### config.mk
export PLATFORM = sky130hd
export DESIGN_NAME = dap_seq_engine
export DESIGN_NICKNAME = d
export VERILOG_FILES = /design/src/rtl/dap_seq_engine.sv
export SDC_FILE = /design/constraint.sdc
export NUM_CORES = 1
export LEC_CHECK = 0
export BUFFER_PORTS_ARGS = -buffer_cell sky130_fd_sc_hd__buf_2
export CORE_ASPECT_RATIO = 2
export CORE_MARGIN = 2
export CORE_UTILIZATION = 50
export CTS_CLUSTER_SIZE = 8
export DETAILED_ROUTE_END_ITERATION = 16
export PLACE_DENSITY = 0.74
export SKIP_LAST_GASP = 1
export SYNTH_ARGS = -nofsm -noshare
export SYNTH_HDL_FRONTEND = slang
export SYNTH_SLANG_ARGS = --single-unit
### constraint.sdc
create_clock -name clk -period 2.2 [get_ports clk]
set_input_delay 0.22 -clock clk [delete_from_list [all_inputs] [get_ports clk]]
set_output_delay 0.22 -clock clk [all_outputs]
set_load 0.1 [all_outputs]
### src/rtl/dap_seq_engine.sv
// SWJ/SWD/JTAG bit-sequence engine: shifts up to DATA_W bits LSB-first on SWDIO/TMS or TDI
// with an internally divided SWCLK/TCK, optionally capturing SWDIO or TDO into a response word.
module dap_seq_engine #(
  parameter int DATA_W = 64,
  parameter int CNT_W  = 7,
  parameter int DIV_W  = 16
) (
  input  logic              clk,
  input  logic              reset,
  input  logic [DIV_W-1:0]  clk_div,
  input  logic              cmd_valid,
  output logic              cmd_ready,
  input  logic [1:0]        cmd_mode,
  input  logic              cmd_tms,
  input  logic [CNT_W-1:0]  cmd_count,
  input  logic [DATA_W-1:0] cmd_data,
  output logic              rsp_valid,
  input  logic              rsp_ready,
  output logic [DATA_W-1:0] rsp_data,
  output logic              rsp_err,
  output logic              busy,
  output logic              SWCLK_TCK_O,
  output logic              SWDIO_TMS_T,
  output logic              SWDIO_TMS_O,
  input  logic              SWDIO_TMS_I,
  input  logic              SWO_TDO_I,
  output logic              TDI_O
);
  localparam int IDX_W = (DATA_W > 1) ? $clog2(DATA_W) : 1;

  localparam logic [1:0] S_IDLE = 2'd0;
  localparam logic [1:0] S_LOW  = 2'd1;
  localparam logic [1:0] S_HIGH = 2'd2;
  localparam logic [1:0] S_RESP = 2'd3;

  localparam logic [1:0] M_SWJ  = 2'd0;
  localparam logic [1:0] M_SWD  = 2'd1;
  localparam logic [1:0] M_JTAG = 2'd2;
  localparam logic [1:0] M_RSVD = 2'd3;

  logic [1:0]        state;
  logic [1:0]        mode;
  logic              tms;
  logic [IDX_W-1:0]  idx;
  logic [IDX_W-1:0]  last_idx;
  logic [DIV_W-1:0]  div;
  logic [DIV_W-1:0]  phase;
  logic [DATA_W-1:0] shreg;

  logic [IDX_W-1:0]  eff_last;
  logic [1:0]        d_mode;
  logic              d_bit;
  logic              d_tms;
  logic              nx_t;
  logic              nx_o;
  logic              nx_tdi;
  logic              sample_bit;

  // Count 0 and counts above DATA_W both mean a full DATA_W-bit sequence.
  always_comb begin
    eff_last = IDX_W'(DATA_W - 1);
    if (cmd_count != '0 && cmd_count <= CNT_W'(DATA_W))
      eff_last = IDX_W'(cmd_count - CNT_W'(1));
  end

  // Pad values for the bit about to be launched: the incoming command at accept,
  // otherwise the next bit of the latched shift register.
  always_comb begin
    if (state == S_IDLE) begin
      d_mode = cmd_mode;
      d_bit  = cmd_data[0];
      d_tms  = cmd_tms;
    end else begin
      d_mode = mode;
      d_bit  = shreg[0];
      d_tms  = tms;
    end
    nx_t   = SWDIO_TMS_T;
    nx_o   = SWDIO_TMS_O;
    nx_tdi = TDI_O;
    case (d_mode)
      M_SWJ: begin
        nx_o = d_bit;
        nx_t = 1'b0;
      end
      M_SWD: nx_t = 1'b1;
      M_JTAG: begin
        nx_tdi = d_bit;
        nx_o   = d_tms;
        nx_t   = 1'b0;
      end
      default: ;
    endcase
  end

  assign sample_bit = (mode == M_SWD) ? SWDIO_TMS_I : SWO_TDO_I;

  always_ff @(posedge clk) begin
    if (reset) begin
      state       <= S_IDLE;
      cmd_ready   <= 1'b1;
      rsp_valid   <= 1'b0;
      rsp_data    <= '0;
      rsp_err     <= 1'b0;
      busy        <= 1'b0;
      SWCLK_TCK_O <= 1'b0;
      SWDIO_TMS_T <= 1'b1;
      SWDIO_TMS_O <= 1'b0;
      TDI_O       <= 1'b1;
      mode        <= M_SWJ;
      tms         <= 1'b0;
      idx         <= '0;
      last_idx    <= '0;
      div         <= '0;
      phase       <= '0;
      shreg       <= '0;
    end else begin
      case (state)
        S_IDLE: begin
          if (cmd_valid) begin
            mode      <= cmd_mode;
            tms       <= cmd_tms;
            last_idx  <= eff_last;
            div       <= clk_div;
            idx       <= '0;
            phase     <= '0;
            shreg     <= cmd_data >> 1;
            rsp_data  <= '0;
            cmd_ready <= 1'b0;
            busy      <= 1'b1;
            if (cmd_mode == M_RSVD) begin
              state     <= S_RESP;
              rsp_err   <= 1'b1;
              rsp_valid <= 1'b1;
            end else begin
              state       <= S_LOW;
              rsp_err     <= 1'b0;
              SWDIO_TMS_T <= nx_t;
              SWDIO_TMS_O <= nx_o;
              TDI_O       <= nx_tdi;
            end
          end
        end
        S_LOW: begin
          if (phase == div) begin
            phase       <= '0;
            state       <= S_HIGH;
            SWCLK_TCK_O <= 1'b1;
          end else begin
            phase <= phase + DIV_W'(1);
          end
        end
        S_HIGH: begin
          // Capture on the first high cycle only; with div=0 this is also the exit cycle.
          if (phase == '0 && mode != M_SWJ)
            rsp_data[idx] <= sample_bit;
          if (phase == div) begin
            phase       <= '0;
            SWCLK_TCK_O <= 1'b0;
            if (idx == last_idx) begin
              state     <= S_RESP;
              rsp_valid <= 1'b1;
            end else begin
              idx         <= idx + IDX_W'(1);
              state       <= S_LOW;
              shreg       <= shreg >> 1;
              SWDIO_TMS_T <= nx_t;
              SWDIO_TMS_O <= nx_o;
              TDI_O       <= nx_tdi;
            end
          end else begin
            phase <= phase + DIV_W'(1);
          end
        end
        S_RESP: begin
          if (rsp_ready) begin
            state     <= S_IDLE;
            rsp_valid <= 1'b0;
            cmd_ready <= 1'b1;
            busy      <= 1'b0;
          end
        end
        default: state <= S_IDLE;
      endcase
    end
  end

endmodule
==> metrics.txt, run 1 <==
Core ar. 18300 sq um; Reg power frac 0.322; num ports 168; Critical Path Fanout Max 3; clk sinks 184; ANT cells 0; Via density 6.25; status finished, final reports clean; Setup crit start kind register; Post-Syn Instances 1111; Synth Area in Simple Gates 0.124; die area 19900 sq um; share of cells above drive strength 1 0.256; asr flop ratio synth 0; Max VDD drop 0.817 mV; Cell Pwr Density 1160 nW/um^2; r2r setup slk 60 ps; Root Driver clkbuf_16; post-synthesis compound-gate area fraction 0.297; final setup TNS 0 ps; Data required, critical path 2530 ps; fin nets 1365; DRC viols 0; Post-Synth XOR/XNOR Area 0.0346; Rel. slew slack 0.632; Fmax achieved 0.467 GHz; Post-synth EDFFs 0; GPL Wtd Cong 0.877; worst-skew pair later-pin latency 430 ps; Num CTS Buffers 17; Pwr Total 13.4 mW; initial antenna violation count 0; Tmin final 2140 ps; drt initial violations 598; largest family of logic cells by synthesized area compound AO/OA/AOI/OAI gates; WP data arrival 2480 ps; Chip Height 198 um; R2R cell count 8; Hold Startpoint cmd_count[0]; ys flop type dfxtp_1; floorplan row count 70; final setup fails 0; RSZ-0062 raised after global routing yes; WHS Path Cells 2; Filler cells 1591; Area Growth Syn to Fin 23.4%; register bit total from synthesis 184; Pre-Repair DR Iteration Count 5; period utilisation layout 0.974; Placed Instances 1450; Starting Density 0.512; first-pass GRT wire length 43200 um; setup slack after layout 56.9 ps; largest net degree at the start of global routing 65; post-synthesis adder-cell area fraction 0.0133; Syn Nets 1217; crit path launch state[0]$_SDFFE_PP0P_; All-Layer GR Usage 0.266; Detail Placement HPWL 18000 um; Avg Cell Area, Syn 8.44 sq um; yosys warns 0; RR Startpoint state[0]$_SDFFE_PP0P_; Mapped Area 9380 sq um; Die Width 101 um; Distinct cells, synth 58; vias in the first global route 8776; Clk pwr share 0.229; worst-margin pin slew 552 ps; Final Max Slew Viols 0; post-synthesis sequential area ratio 0.393; Hold Path Class input port to register; Hold Vio Cnt, Final 0; Clock Tree Buf Depth 2; htree depth 4; post-synthesis mux area share 0.0795; Worst-path clk slew 70 ps; I/O Buffers 167; Non-Filler Instances 1488; CP Class register to register; Switching Share 0.405; Combinational Power Share 0.449; worst clock skew 10.6 ps; CTS tree yes; Post-CTS Hold Fix Bufs 0; DRT antenna net count 0; internal power 7.98 mW; pre-CTS setup slack 17.5 ps; Critical Path End Type register; maxcap violations 0; drt total wl 27500 um; P_leak 4.30 nW; wire per inst 18.5 um; Net Switching 5.44 mW; Congestion Overflow GR 0; via count 9298
## flip-flops by register name, summed over array words and instances (netlist names)
register,cells
busy,1
TDI_O,1
div,16
last_idx,6
state,2
SWDIO_TMS_O,1
idx,6
phase,16
rsp_err,1
cmd_ready,1
SWDIO_TMS_T,1
tms,1
mode,2
shreg,63
rsp_data,64
SWCLK_TCK_O,1
rsp_valid,1
## layout make-up
class	instances	area, sq um	share of cell area
timing repair buffer	253	1650	0.143
inverter	16	60.1	0.00519
multi-input combinational	787	5310	0.459
clock inverter	9	90.1	0.00778
tap	216	270	0.0234
sequential	184	3690	0.319
clock buffer	23	498	0.0430
## cell usage after synthesis (3+ instances only)
| library cell | number | area, sq um |
|---|---|---|
| ha_1 | 10 | 125 |
| nor2_1 | 42 | 158 |
| nand2_1 | 81 | 304 |
| o21ai_0 | 74 | 370 |
| mux2i_1 | 70 | 701 |
| nand3_1 | 42 | 210 |
| nand4_1 | 14 | 87.6 |
| inv_1 | 16 | 60.1 |
| xor2_1 | 3 | 26.3 |
| buf_2 | 13 | 65.1 |
| a32oi_1 | 49 | 429 |
| nor4_1 | 6 | 37.5 |
| dfxtp_1 | 184 | 3680 |
| a21o_1 | 3 | 22.5 |
| nor3b_1 | 11 | 82.6 |
| o31ai_1 | 3 | 22.5 |
| clkbuf_1 | 104 | 390 |
| xnor2_1 | 34 | 298 |
| and4b_1 | 3 | 30.0 |
| a31oi_1 | 19 | 119 |
| a21oi_1 | 131 | 656 |
| or3_1 | 4 | 25.0 |
| and2_1 | 4 | 25.0 |
| nor3_1 | 10 | 50.1 |
| buf_1 | 6 | 22.5 |
| a211oi_1 | 133 | 998 |
## cells in the final DEF, fill, tap and decap left out, types with 4 or more instances in the layout
cell	netlist	layout
a211oi_1	133	133
a21oi_1	131	131
a31oi_1	19	19
a32oi_1	49	49
and2_1	4	4
buf_12	0	6
buf_2	13	166
buf_4	0	74
clkbuf_16	0	20
clkbuf_8	0	5
dfxtp_1	184	177
dfxtp_2	0	6
ha_1	10	8
inv_1	16	15
mux2i_1	70	70
nand2_1	81	80
nand3_1	42	42
nand4_1	14	14
nor2_1	42	40
nor3_1	10	8
nor3b_1	11	5
nor3b_2	0	6
nor4_1	6	6
o21ai_0	74	65
o21ai_1	0	9
or3_1	4	4
xnor2_1	34	27
xnor2_2	0	7
## cells by family after synthesis
kind of cell	after synthesis
adders and majority gates	10
AOI/OAI and AO/OA	432
and+or+nand+nor	235
buffers and inverters	140
muxes	73
DFF	184
xor gates and xnor gates	37
## metrics by stage
step	instance area (sq um)	util	hold WS [ps]
after floorplan	9390	-	316
after global placement	10800	0.590	441
after detailed placement	10800	0.590	450
after CTS	11400	0.623	3.62
after global routing	11600	0.632	17.3
final	11600	0.632	17.8
## critical path, cell delays in order (launching register included)
cell and delay [ps]:
dfxtp_1 310, inv_1 110, ha_4 180, nor4bb_2 290, o211ai_1 220, buf_4 200
a2bb2oi_4 190, a211o_1 280, a32o_1 250
## routing by layer
layer  global-route usage  vias to the layer above  part of all wire  wire [um]
met5                    0                        -                 0          0
met4                0.128                        0             0.039       1060
met3               0.0438                       64             0.047       1290
met2                0.466                      291              0.53      14400
met1                0.307                     4471              0.39      10700
li1                     -                     4472                 -          -
## final timing paths
check / endpoint
setup reg to reg: rsp_data[31]$_SDFFE_PP0P_
hold reg to reg: rsp_err$_SDFFE_PP0P_
setup / recovery: rsp_data[31]$_SDFFE_PP0P_
hold / removal: last_idx[0]$_SDFFE_PP0P_
## repair_timing
action,CTS,global route
buffers inserted,0,3
gates cloned,0,3
pin swaps,0,6
gates resized for setup,6,28
setup endpoints to repair,1,136
## power groups by stage
| stage | clock network [mW] | registers, mW | logic [mW] |
|---|---|---|---|
| 6_report | 3.07 | 4.32 | 6.03 |
| 2_1_floorplan | 0 | 4.52 | 3.77 |
| 3_3_place_gp | 0 | 4.35 | 5.55 |
| 5_1_grt | 3.22 | 4.38 | 6.53 |
| 3_5_place_dp | 0 | 4.36 | 5.66 |
| 4_1_cts | 3.10 | 4.30 | 5.69 |
No activity file was read; power rests on OpenSTA's default activity.
==> run 2, diff against run 1 <==
ABC_AREA = 1   (was default)
CTS_BUF_LIST = sky130_fd_sc_hd__clkbuf_8 sky130_fd_sc_hd__clkbuf_16   (was default)
PLACE_DENSITY = 0.73   (was 0.74)
==> run 2 against run 1 <==
Compared with the run above:
- first-iteration DRC count is 19% lower
- sequential share of layout area is 0.35 points lower
- synthesized cell count is 45% higher
- global-route usage is 1.2 points lower
- routed wire length is 2.1% lower
- clock power is 4% lower
- sequential power is 3% lower
- setup slack better by 69 ps
- synthesized area is 6.7% higher
- utilization is 4.1 points lower
- combinational power is 20% higher
==> metrics.txt, run 2 <==
RSZ-0062 raised after global routing no; CP Class register to register; Post-synth EDFFs 0 (unchanged); Non-Filler Instances 1999 (+34%); most frequent cells in the layout 452 x nand2_1, 207 x nor2_1, 182 x dfxtp_1; worst-skew pair later-pin latency 440 ps (about the same); Critical Path End Type register; top-area cell type share of the netlist area 0.368 (-0.0247); Mapped Area 10000 sq um (+6.7%); Distinct cells, synth 32 (-45%); Yosys top cell by area dfxtp_1; largest registers rsp_data x64, shreg x63; Max VDD drop 0.851 mV (+4.2%); worst-margin pin slew 581 ps (+28.9 ps); maxcap violations 0 (unchanged); final setup TNS 0 ps (unchanged); post-synthesis sequential area ratio 0.368 (-0.0247); R2R cell count 13 (+5); Congestion Overflow GR 0 (unchanged); Placed Instances 1966 (+36%); Pre-Repair DR Iteration Count 5 (unchanged); WP data arrival 2440 ps (-40 ps); WHS Path Cells 3 (+1); first-pass GRT wire length 44700 um (+3.5%); Clock Tree Buf Depth 2 (unchanged); fin nets 1830 (+34%); Post-CTS Hold Fix Bufs 0 (unchanged); floorplan row count 73 (+4.3%); Num CTS Buffers 17 (unchanged); num ports 168 (unchanged); share of cells above drive strength 1 0.153 (-0.103); wire per inst 13.4 um (-27%); worst clock skew 9.60 ps (-0.949 ps); ys flop type dfxtp_1; setup slack after layout 126 ps (+68.7 ps); hold slack 62.3 ps (+44.5 ps); die area 21200 sq um (+6.5%); Root Driver clkbuf_16; CTS tree yes; drt initial violations 483 (-19%); Hold Vio Cnt, Final 0 (unchanged); I/O Buffers 167 (unchanged); count leader, synth nand2_1; yosys warns 0 (unchanged); register bit total from synthesis 184 (unchanged); largest net degree at the start of global routing 133 (+100%); DRT antenna net count 0 (unchanged); All-Layer GR Usage 0.253 (-0.0124); most common cell after layout, fill and taps aside nand2_1; GPL Wtd Cong 0.892 (+1.7%); Post-Syn Instances 1608 (+45%); synth cell count leaders 453 x nand2_1, 207 x nor2_1, 184 x dfxtp_1; Rel. slew slack 0.612 (-0.0202); Die Width 104 um (+3.2%); P_leak 5.60 nW (+30%); Final Max Slew Viols 0 (unchanged); Cell Pwr Density 1230 nW/um^2 (+6.3%); ANT cells 0 (unchanged); Critical Path Fanout Max 41 (+38); Chip Height 204 um (+3.2%); asr flop ratio synth 0 (unchanged); Setup crit start kind register; status finished, final reports clean; initial antenna violation count 3 (+3); Worst-path clk slew 70 ps (about the same); Core ar. 19700 sq um (+7.8%); via count 10401 (+12%); pre-CTS setup slack 187 ps (+169 ps); DRC viols 0 (unchanged); htree depth 4 (unchanged); Largest Register rsp_data; drt total wl 26900 um (-2.1%); Area Growth Syn to Fin 16.6%; number of flip-flops in the largest register 64 (unchanged); final setup fails 0 (unchanged); Hold Path Class input port to register; Starting Density 0.507 (-0.00502); clk sinks 184 (unchanged); Via density 5.20 (-17%); Data required, critical path 2570 ps (+40 ps); Syn Nets 1714 (+41%); vias in the first global route 9553 (+8.9%); Filler cells 1994 (+25%); Avg Cell Area, Syn 6.22 sq um (-26%); period utilisation layout 0.943 (-0.0312); Detail Placement HPWL 18800 um (+4.5%); synth top area cells dfxtp_1 37%, nand2_1 17%, nor2_1 7.8%, o21ai_0 6.3%, inv_1 6.0%; Fmax achieved 0.482 GHz (+3.3%); Tmin final 2070 ps (-68.7 ps)
[run 2: cell count changes after synthesis, sizes merged, moves of 31 or more]
| cell | before | now |
|---|---|---|
| inv | 16 | 173 |
| o21ai | 74 | 126 |
| xnor2 | 34 | 3 |
| nor2 | 42 | 210 |
| nand4 | 14 | 77 |
| nand2 | 81 | 456 |
| a32oi | 49 | 0 |
| a211oi | 133 | 4 |
| mux2i | 70 | 0 |
| nand3 | 42 | 89 |
| clkbuf | 104 | 69 |
[run 2: stage by stage]
step / cell area, sq um / utilization / power (mW)
5_1_grt: 11700 / 0.592 / 15.7
2_1_floorplan: 10000 / - / 9.94
3_5_place_dp: 11100 / 0.563 / 11.4
4_1_cts: 11700 / 0.591 / 14.4
6_report: 11700 / 0.592 / 14.4
3_3_place_gp: 11100 / 0.563 / 11.3
[run 2: critical path, cell delays in order (launching register included)]
cell	delay, ps
dfxtp_1	400
inv_1	70
nand2_1	60
nand2_1	50
nor2_1	190
nand2_1	100
nor2_2	180
nand2_2	140
nand2_4	150
nand3_4	200
buf_12	240
nand2_1	70
nand2_1	50
nor2_1	110
[run 2: layer usage]
layer	routed length, um	global-route usage
met1	10200	0.274
met2	14300	0.469
met3	1220	0.0472
met4	1120	0.125
met5	11	0
[run 2: area by class of cell]
class | instances | area [sq um] | area share
multi-input cells | 1139 | 5180 | 0.444
flip-flops and latches | 184 | 3690 | 0.316
repair buffers | 208 | 1260 | 0.108
inverters | 174 | 656 | 0.0562
clock buffers | 19 | 453 | 0.0388
well taps | 262 | 328 | 0.0281
clock inverters | 13 | 106 | 0.00911
[run 2: what timing repair did]
action	in CTS	in global routing
buffers inserted	0	0
endpoints found under the setup margin	0	52
resized for setup	0	3
[run 2: cells by family (layout without fill, tap and decap cells)]
logic type                 Yosys count  in the layout  synth area share
buffers and inverters              286            414             0.117
DFF                                184            184             0.368
adders and majority gates           10             10            0.0125
xor gates and xnor gates            11             11           0.00963
and+or+nand+nor                    868            869             0.366
AOI/OAI and AO/OA                  249            249             0.128
[run 2: where the power goes]
group	switching [mW]	total [mW]	internal (mW)
clock network	1.35	2.96	1.61
registers	0.227	4.20	3.97
logic	4.93	7.24	2.31
total	6.50	14.4	7.89
[run 2: final timing paths]
| kind | startpoint | end | slack [ps] |
|---|---|---|---|
| setup / recovery | phase[6]$_SDFFE_PP0P_ | shreg[43]$_SDFFE_PP0P_ | 130 |
| hold / removal | clk_div[1] | div[1]$_SDFFE_PP0P_ | 60 |
| setup reg to reg | phase[6]$_SDFFE_PP0P_ | shreg[43]$_SDFFE_PP0P_ | 130 |
| hold reg to reg | SWCLK_TCK_O$_SDFFE_PP0P_ | SWCLK_TCK_O$_SDFFE_PP0P_ | 440 |
==> run 3, diff against run 2 <==
CORE_UTILIZATION = 35   (was 50)
PLACE_DENSITY = 0.54   (was 0.73)
==> run 3 against run 2 <==
Compared with the run above:
- sequential share of layout area decreased by 0.54 points
- via count decreased by 1.3%
- global-route usage decreased by 5.7 points
- first-iteration DRC count increased by 53%
- setup slack improved by 41 ps
- critical path type unchanged
- register-to-register slack improved by 40 ps
- cell count increased by 5.2%
- clock skew about the same
- die area increased by 42%
- maximum frequency increased by 2.0%
==> metrics.txt, run 3 (synthesis gave the netlist of run 2 again) <==
GPL Wtd Cong 0.945 (+6.0%); most frequent cells in the layout 452 x nand2_1, 207 x nor2_1, 184 x dfxtp_1; status finished, final reports clean; largest registers rsp_data x64, shreg x63; Critical Path Fanout Max 67 (+63%); Chip Height 243 um (+19%); Largest Register rsp_data; Multi-input gate area 5170 sq um (-0.19%); DRT antenna net count 0 (unchanged); Max VDD drop 0.790 mV (-7.2%); worst-margin pin slew 522 ps (-59.3 ps); Final Max Slew Viols 0 (unchanged); # Post-CTS Setup Buffers 0 (unchanged); Starting Density 0.355 (-0.152); period utilisation layout 0.924 (-0.0185); num ports 168 (unchanged); WP data arrival 2380 ps (-60 ps); R2R cell count 9 (-4); Rel. slew slack 0.652 (+0.0405); Filler cells 3045 (+53%); Hold Vio Cnt, Final 0 (unchanged); CTS tree yes; Fmax achieved 0.492 GHz (+2.0%); share of cells above drive strength 1 0.157 (+0.00388); DRC viols 0 (unchanged); vias in the first global route 9497 (-0.59%); Cell Pwr Density 1220 nW/um^2 (-1.3%); clk sinks 184 (unchanged); Area Growth Syn to Fin 18.6%; largest net degree at the start of global routing 84 (-37%); I/O Buffers 167 (unchanged); worst-skew pair later-pin latency 450 ps (about the same); Pre-Repair DR Iteration Count 5 (unchanged); fin nets 1839 (+0.49%); Num CTS Buffers 17 (unchanged); Core ar. 28200 sq um (+43%); Via density 4.88 (-6.1%); number of flip-flops in the largest register 64 (unchanged); Detail Placement HPWL 20600 um (+9.7%); Root Driver clkbuf_16; RSZ-0062 raised after global routing no; Critical Path End Type register; crit path launch state[1]$_SDFFE_PP0P_; maxcap violations 0 (unchanged); Worst-path clk slew 80 ps (about the same); initial antenna violation count 5 (+2); Hold Startpoint clk_div[2]; Tmin final 2030 ps (-40.7 ps); Congestion Overflow GR 0 (unchanged); RR Startpoint state[1]$_SDFFE_PP0P_; htree depth 4 (unchanged); post-cts sizing count 0 (unchanged); final setup TNS 0 ps (unchanged); Die Width 124 um (+19%); drt total wl 29300 um (+8.9%); Clock Tree Buf Depth 2 (unchanged); die area 30000 sq um (+42%); via count 10270 (-1.3%); register area 3680 sq um (about the same); Area after DPL 11300 sq um (+1.8%); P_leak 5.63 nW (+0.48%); All-Layer GR Usage 0.196 (-0.0571); most common cell after layout, fill and taps aside nand2_1; worst clock skew 9.85 ps (+0.247 ps); wire per inst 13.9 um (+3.5%); Data required, critical path 2550 ps (-20 ps); floorplan row count 87 (+19%); WHS Path Cells 3 (unchanged); CP Class register to register; Setup crit start kind register; Hold Path Class input port to register; drt initial violations 740 (+53%); Post-CTS Hold Fix Bufs 0 (unchanged); final setup fails 0 (unchanged); first-pass GRT wire length 46800 um (+4.7%); design area 11900 sq um (+1.7%)
==> run 3: cell types whose count changed in the layout (fill, tap and decap cells not counted), sizes merged <==
cell,before,now
clkbuf,19,18
buf,208,218
clkinvlp,2,4
diode,0,2
nand3,90,89
clkinv,8,6
==> run 3: worst max-delay path, cell delays in order (launching register included) <==
cell	delay [ps]
dfxtp_1	380
ha_2	260
clkinv_2	210
nand2_1	280
nand2_2	160
nand3_4	150
buf_12	260
nand2_1	80
nand2_1	70
nor2_1	40
==> run 3: path summary, 6_finish.rpt <==
kind | slack [ps] | to
max reg2reg | 170 | shreg[16]$_SDFFE_PP0P_
max | 170 | shreg[16]$_SDFFE_PP0P_
min | 40 | div[2]$_SDFFE_PP0P_
min reg2reg | 450 | SWCLK_TCK_O$_SDFFE_PP0P_
==> run 3: area by class of cell <==
| type | instances | area share |
|---|---|---|
| Multi-Input combinational cell | 1138 | 0.436 |
| Sequential cell | 184 | 0.310 |
| Timing Repair Buffer | 218 | 0.113 |
| Inverter | 174 | 0.0552 |
| Tap cell | 356 | 0.0375 |
| Clock buffer | 18 | 0.0370 |
| Clock inverter | 13 | 0.0102 |
| Antenna cell | 2 | 0.000422 |
==> run 3: through the flow <==
stage | setup slack, ps | utilization | std cells | power (mW) | hold WS, ps
6_report | 166 | 0.421 | 2103 | 14.4 | 44.6
3_3_place_gp | 221 | 0.401 | 2070 | 11.5 | 436
3_5_place_dp | 213 | 0.401 | 2070 | 11.5 | 445
5_1_grt | 9.51 | 0.421 | 2102 | 15.8 | 42.9
2_1_floorplan | 275 | - | 1608 | 9.94 | 365
4_1_cts | 191 | 0.421 | 2101 | 14.6 | 19.4
==> run 3: routing by layer <==
layer / global-route usage / vias to the layer above / part of all wire / wire [um]
li1: - / 5382 / - / -
met1: 0.203 / 4604 / 0.38 / 11200
met2: 0.364 / 214 / 0.54 / 15800
met3: 0.0465 / 64 / 0.044 / 1280
met4: 0.0839 / 6 / 0.033 / 958
met5: 0 / - / 0.0011 / 32
==> run 3: report_power, final <==
group          leakage, nW  total (mW)  internal [mW]  switching (mW)
clock                0.267        3.02           1.59            1.43
sequential            1.51        4.19           3.97           0.225
combinational         3.86        7.23           2.29            4.94
